$ cat config.mk
export PLATFORM = sky130hd
export DESIGN_NAME = fetch_queue
export DESIGN_NICKNAME = d
export VERILOG_FILES = /design/src/rtl/fetch_pkg.sv /design/src/rtl/fetch_fifo.sv /design/src/rtl/fetch_queue.sv
export SDC_FILE = /design/constraint.sdc
export NUM_CORES = 1
export LEC_CHECK = 0
export BUFFER_PORTS_ARGS = -buffer_cell sky130_fd_sc_hd__buf_2
export CORE_MARGIN = 2
export CORE_UTILIZATION = 45
export CTS_CLUSTER_DIAMETER = 120
export CTS_CLUSTER_SIZE = 28
export DETAILED_ROUTE_END_ITERATION = 8
export PLACE_DENSITY = 0.75
export SETUP_SLACK_MARGIN = 0.4
export SLEW_MARGIN = 20
export SYNTH_ARGS = -nofsm -noshare
export SYNTH_HDL_FRONTEND = slang
export SYNTH_SLANG_ARGS = --single-unit
$ cat constraint.sdc
create_clock -name clk -period 23.8 [get_ports clk]
set_input_delay 1.19 -clock clk [delete_from_list [all_inputs] [get_ports clk]]
set_output_delay 1.19 -clock clk [all_outputs]
set_load 0.01 [all_outputs]
$ cat src/rtl/fetch_pkg.sv
// Shared fetch-front-end types and helpers for fetch_queue.
// FETCH_QUEUE_MISALIGN_CHECK_EN adds the fault bit to fetch_entry_t.
package fetch_pkg;

   localparam int INSTR_BYTES = 4;
   localparam int FETCH_XLEN  = 32;

   // Canonical 32-bit entry layout seen by decode.
   typedef struct packed {
`ifdef FETCH_QUEUE_MISALIGN_CHECK_EN
      logic                  fault;
`endif
      logic [FETCH_XLEN-1:0] instruction;
      logic [FETCH_XLEN-1:0] address;
      logic [FETCH_XLEN-1:0] next_address;
   } fetch_entry_t;

   function automatic bit depth_ok(input int depth);
      return (depth >= 2) && ((depth & (depth - 1)) == 0);
   endfunction

endpackage

$ cat src/rtl/fetch_fifo.sv
// Synchronous FIFO with flush; a push in the flush cycle lands as the only entry.
// Storage is not reset; the head reads as zero whenever the FIFO is empty.
module fetch_fifo #(
   parameter  int WIDTH = 96,
   parameter  int DEPTH = 4,
   localparam int AW    = $clog2(DEPTH),
   localparam int CW    = AW + 1
) (
   input  logic             clk,
   input  logic             reset,
   input  logic             flush,
   input  logic             push,
   input  logic [WIDTH-1:0] push_data,
   input  logic             pop,
   output logic [WIDTH-1:0] head,
   output logic [CW-1:0]    count
);

   logic [WIDTH-1:0] mem [DEPTH];
   logic [AW-1:0]    wr_ptr;
   logic [AW-1:0]    rd_ptr;
   logic             do_pop;

   assign do_pop = pop && (count != '0);

   always_ff @(posedge clk or posedge reset) begin
      if (reset) begin
         wr_ptr <= '0;
         rd_ptr <= '0;
         count  <= '0;
      end else if (flush) begin
         rd_ptr <= '0;
         wr_ptr <= AW'(push);
         count  <= CW'(push);
      end else begin
         if (push)
            wr_ptr <= wr_ptr + 1'b1;
         if (do_pop)
            rd_ptr <= rd_ptr + 1'b1;
         if (push && !do_pop)
            count <= count + 1'b1;
         else if (!push && do_pop)
            count <= count - 1'b1;
      end
   end

   // When full, push+pop rewrites the slot being read this cycle; the read wins.
   always_ff @(posedge clk) begin
      if (push)
         mem[flush ? '0 : wr_ptr] <= push_data;
   end

   assign head = (count != '0) ? mem[rd_ptr] : '0;

endmodule

$ cat src/rtl/fetch_queue.sv
// Instruction-fetch front end: owns the PC, issues one request at a time, buffers entries.
// FETCH_QUEUE_MISALIGN_CHECK_EN enables misaligned-redirect faulting and the fault port.
module fetch_queue
   import fetch_pkg::*;
#(
   parameter int              XLEN     = 32,
   parameter int              DEPTH    = 4,
   parameter logic [XLEN-1:0] RESET_PC = '0
) (
   input  logic            clk,
   input  logic            reset,
   input  logic            jump_enable,
   input  logic [XLEN-1:0] jump_address,
   output logic            imem_req_valid,
   input  logic            imem_req_ready,
   output logic [XLEN-1:0] imem_req_address,
   input  logic            imem_resp_valid,
   input  logic [XLEN-1:0] imem_resp_data,
   output logic            out_valid,
   input  logic            out_ready,
   output logic [XLEN-1:0] out_instruction,
   output logic [XLEN-1:0] out_address,
   output logic [XLEN-1:0] out_next_address
`ifdef FETCH_QUEUE_MISALIGN_CHECK_EN
   ,
   output logic            fault
`endif
);

   localparam int CW = $clog2(DEPTH) + 1;

   if (!depth_ok(DEPTH)) begin : g_bad_depth
      $error("fetch_queue: DEPTH must be a power of two >= 2");
   end

   typedef struct packed {
`ifdef FETCH_QUEUE_MISALIGN_CHECK_EN
      logic            fault;
`endif
      logic [XLEN-1:0] instruction;
      logic [XLEN-1:0] address;
      logic [XLEN-1:0] next_address;
   } entry_t;

   function automatic logic [XLEN-1:0] next_pc(input logic [XLEN-1:0] a);
      return a + XLEN'(INSTR_BYTES);
   endfunction

   logic [XLEN-1:0] pc;
   logic [XLEN-1:0] req_addr;
   logic            outstanding;
   logic [CW-1:0]   count;
   logic [CW:0]     credit;
   logic            resp_take;
   logic            req_fire;
   logic            push;
   logic            pop;
   logic            faulted;
   logic            bad_jump;
   entry_t          push_entry;
   entry_t          head;

`ifdef FETCH_QUEUE_MISALIGN_CHECK_EN
   assign bad_jump = jump_enable && (jump_address[1:0] != 2'b00);

   always_ff @(posedge clk or posedge reset) begin
      if (reset)
         faulted <= 1'b0;
      else if (jump_enable)
         faulted <= bad_jump;
   end

   assign fault = head.fault;
`else
   assign bad_jump = 1'b0;
   assign faulted  = 1'b0;
`endif

   // In-flight slot counts against FIFO space so a response can always be pushed.
   assign credit         = {1'b0, count} + {{CW{1'b0}}, outstanding};
   assign imem_req_valid = !reset && !(outstanding && !imem_resp_valid) &&
                           (credit < (CW+1)'(DEPTH)) && !jump_enable && !faulted;
   assign req_fire       = imem_req_valid && imem_req_ready;
   assign resp_take      = imem_resp_valid && outstanding;
   assign push           = jump_enable ? bad_jump : resp_take;
   assign pop            = out_valid && out_ready && !jump_enable;

   always_comb begin
      push_entry              = '0;
      push_entry.instruction  = imem_resp_data;
      push_entry.address      = req_addr;
      push_entry.next_address = next_pc(req_addr);
`ifdef FETCH_QUEUE_MISALIGN_CHECK_EN
      if (bad_jump) begin
         push_entry.instruction  = '0;
         push_entry.address      = jump_address;
         push_entry.next_address = next_pc(jump_address);
         push_entry.fault        = 1'b1;
      end
`endif
   end

   always_ff @(posedge clk or posedge reset) begin
      if (reset) begin
         pc          <= RESET_PC;
         outstanding <= 1'b0;
      end else if (jump_enable) begin
         pc          <= jump_address;
         outstanding <= 1'b0;
      end else if (req_fire) begin
         pc          <= next_pc(pc);
         outstanding <= 1'b1;
      end else if (resp_take) begin
         outstanding <= 1'b0;
      end
   end

   always_ff @(posedge clk) begin
      if (req_fire)
         req_addr <= pc;
   end

   fetch_fifo #(
      .WIDTH ($bits(entry_t)),
      .DEPTH (DEPTH)
   ) u_fifo (
      .clk       (clk),
      .reset     (reset),
      .flush     (jump_enable),
      .push      (push),
      .push_data (push_entry),
      .pop       (pop),
      .head      (head),
      .count     (count)
   );

   assign imem_req_address = pc;
   assign out_valid        = (count != '0);
   assign out_instruction  = head.instruction;
   assign out_address      = head.address;
   assign out_next_address = head.next_address;

endmodule

==> results_dict.tcl, run 1 <==
set metrics [dict create \
    synth_top_area_share_pct 68.4 \
    drc 0 \
    chipWidth_um 204 \
    rr_worst_depth 6 \
    synth_cell_types 45 \
    slowest_stage "buf_4" \
    seq_area_frac_synth_pct 74.0 \
    seq_area_um2 13300 \
    areaGrowthSynthToFinish_pct 11.8 \
    fin_crit_ns 4.29 \
    synthFlopType "edfxtp_1" \
    async_reset_ff_share_pct 8.93 \
    combPwrFrac_pct 21.9 \
    firstDrtPassIters 5 \
    crit_type "reg2out" \
    drtAntennaViolNets 0 \
    yosys.cell_count.top_type "edfxtp_1" \
    multi_input_area_um2 4460 \
    grt_pass1_wl_um 55800 \
    cts_tree "built" \
    internal_power_mw 1.20 \
    max-clock-path-buffers 3 \
    yosysWarnings 0 \
    rr_startpoint "u_fifo.count[2]" \
    min_path_cells 0 \
    syn-num-nets 1040 \
    post_drt_wl_per_cell_um 21.3 \
    ys_seq_elements 448 \
    path_buf_inv 2 \
    avgViaCountPerCell 5.52 \
    design_area_um2 20000 \
    fin_hold_ws_ns 0.515 \
    whs_endpoint "req_addr[0]" \
    hold_viol_final 0 \
    fin_crit_sh_pct 18.0 \
    first_iter_violations 632 \
    min_path_type "reg2reg" \
    setup_viol 0 \
    syn_area_um2 17900 \
    cts.repair.resized 0 \
    path_clk_slew_ns 0.10 \
    cts_root_buf "clkbuf_16" \
    core_area_um2 39500 \
    crit_required_ns 22.61 \
    htree_levels 1 \
    nFillCells 3174 \
    cp_top_family "buffers and inverters" \
    die_y_um 204 \
    r2r-end "imem_req_address[29]" \
    fin_setup_tns_ns 0 \
    rows 73 \
    max-cap-violations 0 \
    ys_top_cells_by_area "edfxtp_1 (68%), mux4_2 (12%), dfrtp_1 (5.6%)" \
    vias 9300 \
    grt_overflow 0 \
    synth_commonest_cells "edfxtp_1 (408), and2_1 (98), mux4_2 (94)" \
    clock_power_share_pct 22.6 \
    avgSynthCellArea_um2 18.5 \
    status "complete, no violations" \
    place_ws_ns 19.17 \
    timing.final.ws_setup_ns 19.51 \
    grt_antenna_before_repair 0 \
    relSlewSlack_pct 25.0 \
    worstPathArrival_ns 3.10 \
    peakVddDrop_mv 0.0404 \
    num_io_pins 200 \
    hp-start "imem_req_address[0]" \
    reg2reg_slack_ns 20.63 \
    die_area_um2 41400 \
    start_util_pct 45.3 \
    numClockSinks 448 \
    path_max_fanout 48 \
    cts_hold_buf 0 \
    grt_setup_unrepaired "no" \
    dp.cells 1652 \
    num-nets-final 1222 \
    switching_share_pct 27.2 \
    tightest_slew_ns 1.12 \
    path_cells "buf_4, mux4_2, and2_1, buf_2" \
    fin_total_pwr_mw 1.65 \
    power.leakage_nw 6.71 \
    yosysTopAreaCell "edfxtp_1" \
    drt_wl_total_um 36000 \
    grt_max_degree 68 \
    synth_edf_count 408 \
    worst_setup_path_end_kind "output port" \
    switchingPower_uw 448 \
    power.density_nw_per_um2 82.2 \
    startpoint_type "register" \
    sequentialPowerShare_pct 55.5 \
    post_dp_cell_area_um2 19500 \
    grt_usage_pct 17.6 \
    slew_violations 0 \
    fin_cells 1686 \
    diodes 0 \
    cpPeakStageDelay_ns 0.85 \
    layout-drive-gt1-share_pct 29.4 \
    fmax_mhz 233 \
    dp_hpwl_um 22400 \
    grt_pass1_vias 9517 \
    cts_made_buffers 19 \
    fin_skew_ns 0.0125 \
    cts_setup_buffers 0 \
    final_core_util_pct 50.6 \
    clock_latency_ns 0.52 \
    place.gp.congestion 0.824 \
    io_buffers 199 \
    postSynthCellCount 967 \
]
-- cells by family (layout without fill, tap and decap cells) --
group,Yosys count,after routing,share of synthesized area (%)
xor gates and xnor gates,41,41,2.00
muxes,98,98,12.1
and+or+nand+nor,263,263,8.18
adders and majority gates,3,3,0.251
AOI/OAI and AO/OA,57,57,2.24
DFF,448,448,74.0
buffers and inverters,57,251,1.31
-- power groups by stage --
| stage | clock network, mW | registers, mW | logic (mW) |
|---|---|---|---|
| 5_1_grt | 0.410 | 0.918 | 0.396 |
| 6_report | 0.372 | 0.913 | 0.361 |
| 2_1_floorplan | 0 | 0.916 | 0.234 |
| 3_5_place_dp | 0 | 0.938 | 0.362 |
| 4_1_cts | 0.385 | 0.920 | 0.364 |
| 3_3_place_gp | 0 | 0.937 | 0.359 |
-- state kept, by name (all words and copies together), names as in the netlist --
register	count
imem_req_address	32
outstanding	1
req_addr	32
u_fifo.count	3
u_fifo.mem	376
u_fifo.rd_ptr	2
u_fifo.wr_ptr	2
-- cells in the final DEF (no fill, tap or decap), types with 8 or more instances in the layout --
master     synthesis  final
edfxtp_1         408    408
buf_2             10    199
and2_1            98     98
mux4_2            94     94
nand2_1           49     49
dfrtp_1           40     38
nand3_1           36     36
xnor2_1           26     26
nor2_1            26     24
clkbuf_16          0     19
o21ai_0           18     18
nand4_1           15     15
xor2_1            15     15
clkbuf_1          29     14
buf_4              2     10
o211ai_1           9      9
and3_1            10      9
o311ai_0           8      8
-- final cells by class --
| class | count | area share [%] |
|---|---|---|
| Clock buffer | 33 | 2.64 |
| Inverter | 8 | 0.150 |
| Multi-Input combinational cell | 462 | 22.3 |
| Sequential cell | 448 | 66.2 |
| Tap cell | 525 | 3.28 |
| Timing Repair Buffer | 210 | 5.45 |
-- worst max path at each step --
stage                                 from              endpoint  slack, ns  depth (start not counted)
after floorplan                jump_enable     u_fifo.mem[0][10]      12.52                          3
after global placement         jump_enable   imem_req_address[5]      19.33                          7
after detailed placement       jump_enable  imem_req_address[19]      19.17                          7
after CTS                 u_fifo.rd_ptr[0]       out_address[18]      18.88                          4
after global routing      u_fifo.rd_ptr[0]       out_address[23]      19.21                          4
final                     u_fifo.rd_ptr[0]   out_instruction[31]      19.51                          4
-- metal layers --
| metal | part of all wire (%) | global-route usage, % |
|---|---|---|
| met1 | 43 | 24.9 |
| met2 | 50 | 29.8 |
| met3 | 6.0 | 2.27 |
| met4 | 1.1 | 2.95 |
| met5 | 0 | 0 |
-- worst register-to-register path: cells and delay by family, from the launching register on --
kind / cells / cell delay [ns]
compound gates: 3 / 1.03
simple gates: 2 / 0.80
buf+inv: 1 / 0.80
flops: 1 / 0.44
Note: power is estimated with default switching activity, not from simulation.
==> run 2: changes to the inputs <==
--- a/config.mk
+++ b/config.mk
@@ -11,7 +11,7 @@
 export CTS_CLUSTER_DIAMETER = 120
 export CTS_CLUSTER_SIZE = 28
 export DETAILED_ROUTE_END_ITERATION = 8
-export PLACE_DENSITY = 0.75
+export PLACE_DENSITY = 0.77
 export SETUP_SLACK_MARGIN = 0.4
 export SLEW_MARGIN = 20
 export SYNTH_ARGS = -nofsm -noshare
==> constraint.sdc (replaced) <==
create_clock -name clk -period 3.79 [get_ports clk]
set_input_delay 0.1895 -clock clk [delete_from_list [all_inputs] [get_ports clk]]
set_output_delay 0.1895 -clock clk [all_outputs]
set_load 0.01 [all_outputs]
==> results_dict.tcl, run 2 (synthesized netlist as in run 1, its figures left out) <==
set metrics [dict create \
    fin_setup_tns_ns 0 \
    setup_viol 0 \
    hp-start "out_ready" \
    path_clk_slew_ns 0.10 \
    die_area_um2 41400 \
    layout_common_cells "edfxtp_1 (408), buf_2 (199), and2_1 (98)" \
    rows 73 \
    fin_crit_ns 2.90 \
    max-cap-violations 0 \
    num-nets-final 1295 \
    cts_tree "built" \
    grt_pass1_vias 9943 \
    place.gp.congestion 0.838 \
    numClockSinks 448 \
    drt_wl_total_um 37000 \
    startpoint_type "register" \
    num_io_pins 200 \
    largest_register "u_fifo.mem" \
    cts_made_buffers 19 \
    fin_crit_sh_pct 76.4 \
    clock_latency_ns 0.53 \
    status "complete, no violations" \
    rr_worst_depth 7 \
    chipWidth_um 204 \
    slew_violations 0 \
    place_ws_ns 1.22 \
    crit_required_ns 3.60 \
    vias 9636 \
    fin_skew_ns 0.0142 \
    slowest_stage "dfrtp_4" \
    grt_pass1_wl_um 57100 \
    whs_endpoint "u_fifo.rd_ptr[1]" \
    worst_setup_path_end_kind "output port" \
    timing.final.ws_setup_ns 0.895 \
    path_cells "buf_12, mux4_2, and2_1, buf_2" \
    min_path_cells 4 \
    hold_viol_final 0 \
    cts.repair.resized 0 \
    final_common_cell "edfxtp_1" \
    min_path_type "in2reg" \
    dp_hpwl_um 22400 \
    io_buffers 199 \
    peakVddDrop_mv 0.343 \
    dp.cells 1660 \
    path_max_fanout 36 \
    r2r-end "imem_req_address[29]" \
    design_area_um2 20800 \
    first_iter_violations 847 \
    drc 0 \
    post_drt_wl_per_cell_um 21.0 \
    post_dp_cell_area_um2 19600 \
    tightest_slew_ns 0.939 \
    power.leakage_nw 7.04 \
    largest_register_ffs 376 \
    drtAntennaViolNets 0 \
    grt_overflow 0 \
    relSlewSlack_pct 37.4 \
    crit_type "reg2out" \
    reg2reg_slack_ns 1.19 \
    diodes 0 \
    worstPathArrival_ns 2.71 \
    fin_total_pwr_mw 10.4 \
    avgViaCountPerCell 5.48 \
    cts_root_buf "clkbuf_16" \
    grt_usage_pct 17.9 \
    areaGrowthSynthToFinish_pct 16.1 \
    grt_antenna_before_repair 0 \
    cpPeakStageDelay_ns 0.89 \
    die_y_um 204 \
    max-clock-path-buffers 3 \
    grt_setup_unrepaired "no" \
    fin_cells 1759 \
    power.density_nw_per_um2 502 \
    fmax_mhz 345 \
    start_util_pct 45.3 \
    firstDrtPassIters 7 \
    grt_max_degree 97 \
    layout-drive-gt1-share_pct 28.2 \
    rr_startpoint "u_fifo.count[2]" \
    htree_levels 1 \
    core_area_um2 39500 \
]
[run 2: changes by cell type in the layout (fill, tap and decap cells not counted)]
cell,previous run,this run
dlygate4sd3_1,0,66
buf_4,10,13
nor4_2,1,0
buf_12,1,5
nor4_4,1,2
[run 2: worst max-delay path: cells and delay by family, from the launching register on]
family	cells	cell delay, ns
and+or+nand+nor	1	0.20
DFF	1	0.89
buffers and inverters	2	0.53
muxes	1	0.55
[run 2: worst max path at each step]
stage	slack (ns)	end	depth (start not counted)	start
3_5_place_dp	1.22	imem_req_address[29]	7	u_fifo.count[2]
4_1_cts	0.79	out_address[4]	4	u_fifo.rd_ptr[0]
5_1_grt	0.70	out_instruction[31]	4	u_fifo.rd_ptr[0]
3_3_place_gp	1.35	imem_req_address[27]	7	u_fifo.count[2]
6_report	0.89	out_address[4]	4	u_fifo.rd_ptr[0]
2_1_floorplan	-0.19	u_fifo.mem[0][10]	3	jump_enable
[run 2: metal layers]
metal / up-vias / routed length, µm / global-route usage, %
li1: 4321 / - / -
met1: 4971 / 16100 / 24.8
met2: 303 / 18500 / 30.9
met3: 41 / 1820 / 1.98
met4: 0 / 621 / 3.75
met5: - / 0 / 0
[run 2: where the power goes]
group          total (mW)  internal (mW)  switching, mW
logic                2.33           1.09           1.23
registers            5.76           5.52          0.242
clock network        2.35          0.964           1.38
[run 2: stage by stage]
stage	utilization, %	hold WS, ns
3_5_place_dp	49.6	0.185
5_1_grt	52.6	0.0614
3_3_place_gp	49.6	0.184
2_1_floorplan	-	0.288
4_1_cts	52.6	0.0385
6_report	52.6	0.0642
[run 2: area by class of cell]
| class | instances | area, µm² |
|---|---|---|
| Fill cell | 3146 | 18800 |
| Sequential cell | 448 | 13300 |
| Multi-Input combinational cell | 462 | 4470 |
| Timing Repair Buffer | 283 | 1850 |
| Tap cell | 525 | 657 |
| Clock buffer | 33 | 528 |
| Inverter | 8 | 30.0 |
[run 2: what timing repair did]
| item | 4_1_cts | 5_1_grt |
|---|---|---|
| hold endpoints to repair | 169 | 0 |
| buffers inserted | 0 | 0 |
| hold buffers | 66 | 0 |
==> run 3: changes to the inputs <==
--- a/config.mk
+++ b/config.mk
@@ -11,7 +11,7 @@
 export CTS_CLUSTER_DIAMETER = 120
 export CTS_CLUSTER_SIZE = 28
 export DETAILED_ROUTE_END_ITERATION = 8
-export PLACE_DENSITY = 0.77
+export PLACE_DENSITY = 0.75
 export SETUP_SLACK_MARGIN = 0.4
 export SLEW_MARGIN = 20
 export SYNTH_ARGS = -nofsm -noshare
==> constraint.sdc (replaced) <==
create_clock -name clk -period 2.9 [get_ports clk]
set_input_delay 0.145 -clock clk [delete_from_list [all_inputs] [get_ports clk]]
set_output_delay 0.145 -clock clk [all_outputs]
set_load 0.01 [all_outputs]
==> results_dict.tcl, run 3 (synthesized netlist as in run 1, its figures left out) <==
set metrics [dict create \
    status "complete, no violations" \
    cts_root_buf "clkbuf_16" \
    crit_required_ns 2.76 \
    multi_input_area_um2 4480 \
    drtAntennaViolNets 0 \
    place.gp.congestion 0.805 \
    largest_register "u_fifo.mem" \
    num-nets-final 1303 \
    grt_antenna_before_repair 0 \
    areaGrowthSynthToFinish_pct 17.2 \
    r2r-end "imem_req_address[13]" \
    worst_setup_path_end_kind "output port" \
    final_common_cell "edfxtp_1" \
    max-cap-violations 0 \
    fmax_mhz 410 \
    grt_setup_unrepaired "yes" \
    diodes 0 \
    hold_viol_final 0 \
    cts_tree "built" \
    post_dp_cell_area_um2 19700 \
    relSlewSlack_pct 50.0 \
    crit_type "reg2out" \
    layout_common_cells "edfxtp_1 (408), buf_2 (199), and2_1 (98)" \
    peakVddDrop_mv 0.474 \
    path_clk_slew_ns 0.12 \
    fin_cells 1769 \
    startpoint_type "register" \
    io_buffers 199 \
    tightest_slew_ns 0.750 \
    nFillCells 3088 \
    grt_pass1_wl_um 57700 \
    grt_max_degree 98 \
    dp_hpwl_um 22500 \
    largest_register_ffs 376 \
    rr_worst_depth 6 \
    num_io_pins 200 \
    rows 73 \
    dp.cells 1663 \
    path_max_fanout 32 \
    slew_violations 0 \
    final_core_util_pct 53.1 \
    fin_setup_tns_ns 0 \
    avgViaCountPerCell 5.50 \
    setup_viol 0 \
    die_area_um2 41400 \
    min_path_type "in2async" \
    layout-drive-gt1-share_pct 28.9 \
    die_y_um 204 \
    firstDrtPassIters 5 \
    design_area_um2 21000 \
    cts_made_buffers 20 \
    chipWidth_um 204 \
    fin_skew_ns 0.0308 \
    htree_levels 1 \
    grt_usage_pct 18.1 \
    start_util_pct 45.3 \
    numClockSinks 448 \
    reg2reg_slack_ns 0.57 \
    fin_crit_sh_pct 84.0 \
    power.leakage_nw 7.12 \
    grt_pass1_vias 10033 \
    max-clock-path-buffers 3 \
    seq_area_um2 13300 \
    power.density_nw_per_um2 663 \
    worstPathArrival_ns 2.29 \
    rr_startpoint "u_fifo.count[1]" \
    vias 9730 \
    core_area_um2 39500 \
    grt_overflow 0 \
    first_iter_violations 607 \
    post_drt_wl_per_cell_um 21.1 \
    drc 0 \
    clock_latency_ns 0.56 \
    fin_crit_ns 2.44 \
    drt_wl_total_um 37400 \
]
## run 3: what timing repair did
item / in CTS / in global routing
endpoints found under the setup margin: 96 / 57
buffers inserted: 1 / 0
resized for setup: 3 / 4
cloned: 0 / 0
hold endpoints to repair: 184 / 0
hold buffers: 69 / 0
pin swaps: 0 / 0
## run 3: where the power goes
| group | internal (mW) | leakage [nW] | total (mW) | switching [mW] |
|---|---|---|---|---|
| sequential | 7.22 | 4.17 | 7.43 | 0.213 |
| clock | 1.40 | 0.288 | 3.31 | 1.91 |
| combinational | 1.47 | 2.67 | 3.18 | 1.71 |
| total | 10.1 | 7.12 | 13.9 | 3.84 |
## run 3: worst max path at each step
stage | start | end | slack, ns | cells past startpoint
after global routing | u_fifo.rd_ptr[0] | out_instruction[4] | 0.36 | 4
after detailed placement | u_fifo.count[2] | u_fifo.count[2] | 0.66 | 6
after global placement | u_fifo.count[2] | u_fifo.count[2] | 0.70 | 6
after CTS | u_fifo.rd_ptr[0] | out_address[5] | 0.40 | 4
after floorplan | jump_enable | u_fifo.mem[0][10] | -1.07 | 3
final | u_fifo.rd_ptr[0] | out_next_address[3] | 0.46 | 4
## run 3: cell type report
type | count | area share [%]
Sequential cell | 448 | 63.1
Tap cell | 525 | 3.13
Timing Repair Buffer | 290 | 9.40
Clock inverter | 2 | 0.137
Inverter | 8 | 0.143
Multi-Input combinational cell | 462 | 21.3
Clock buffer | 34 | 2.73
## run 3: critical path, cell delays in order, from the launching register on
cell     delay (ns)
dfrtp_4        0.51
buf_12         0.27
mux4_2         0.55
and2_1         0.21
buf_2          0.15
## run 3: metrics by stage
| stage | hold slack [ns] | power [mW] | setup slack [ns] |
|---|---|---|---|
| finish | 0.272 | 13.9 | 0.463 |
| global route | 0.254 | 14.6 | 0.357 |
| detailed placement | 0.302 | 10.7 | 0.662 |
| floorplan | 0.244 | 9.44 | -1.07 |
| CTS | 0.229 | 14.1 | 0.404 |
| global placement | 0.299 | 10.7 | 0.698 |
## run 3: per-layer routing
metal | vias up | GRT usage, % | share of wire [%]
li1 | 4332 | - | -
met5 | - | 0 | 0
met2 | 310 | 31.1 | 50
met3 | 41 | 2.11 | 5.0
met4 | 0 | 4.20 | 1.6
met1 | 5047 | 25.1 | 44
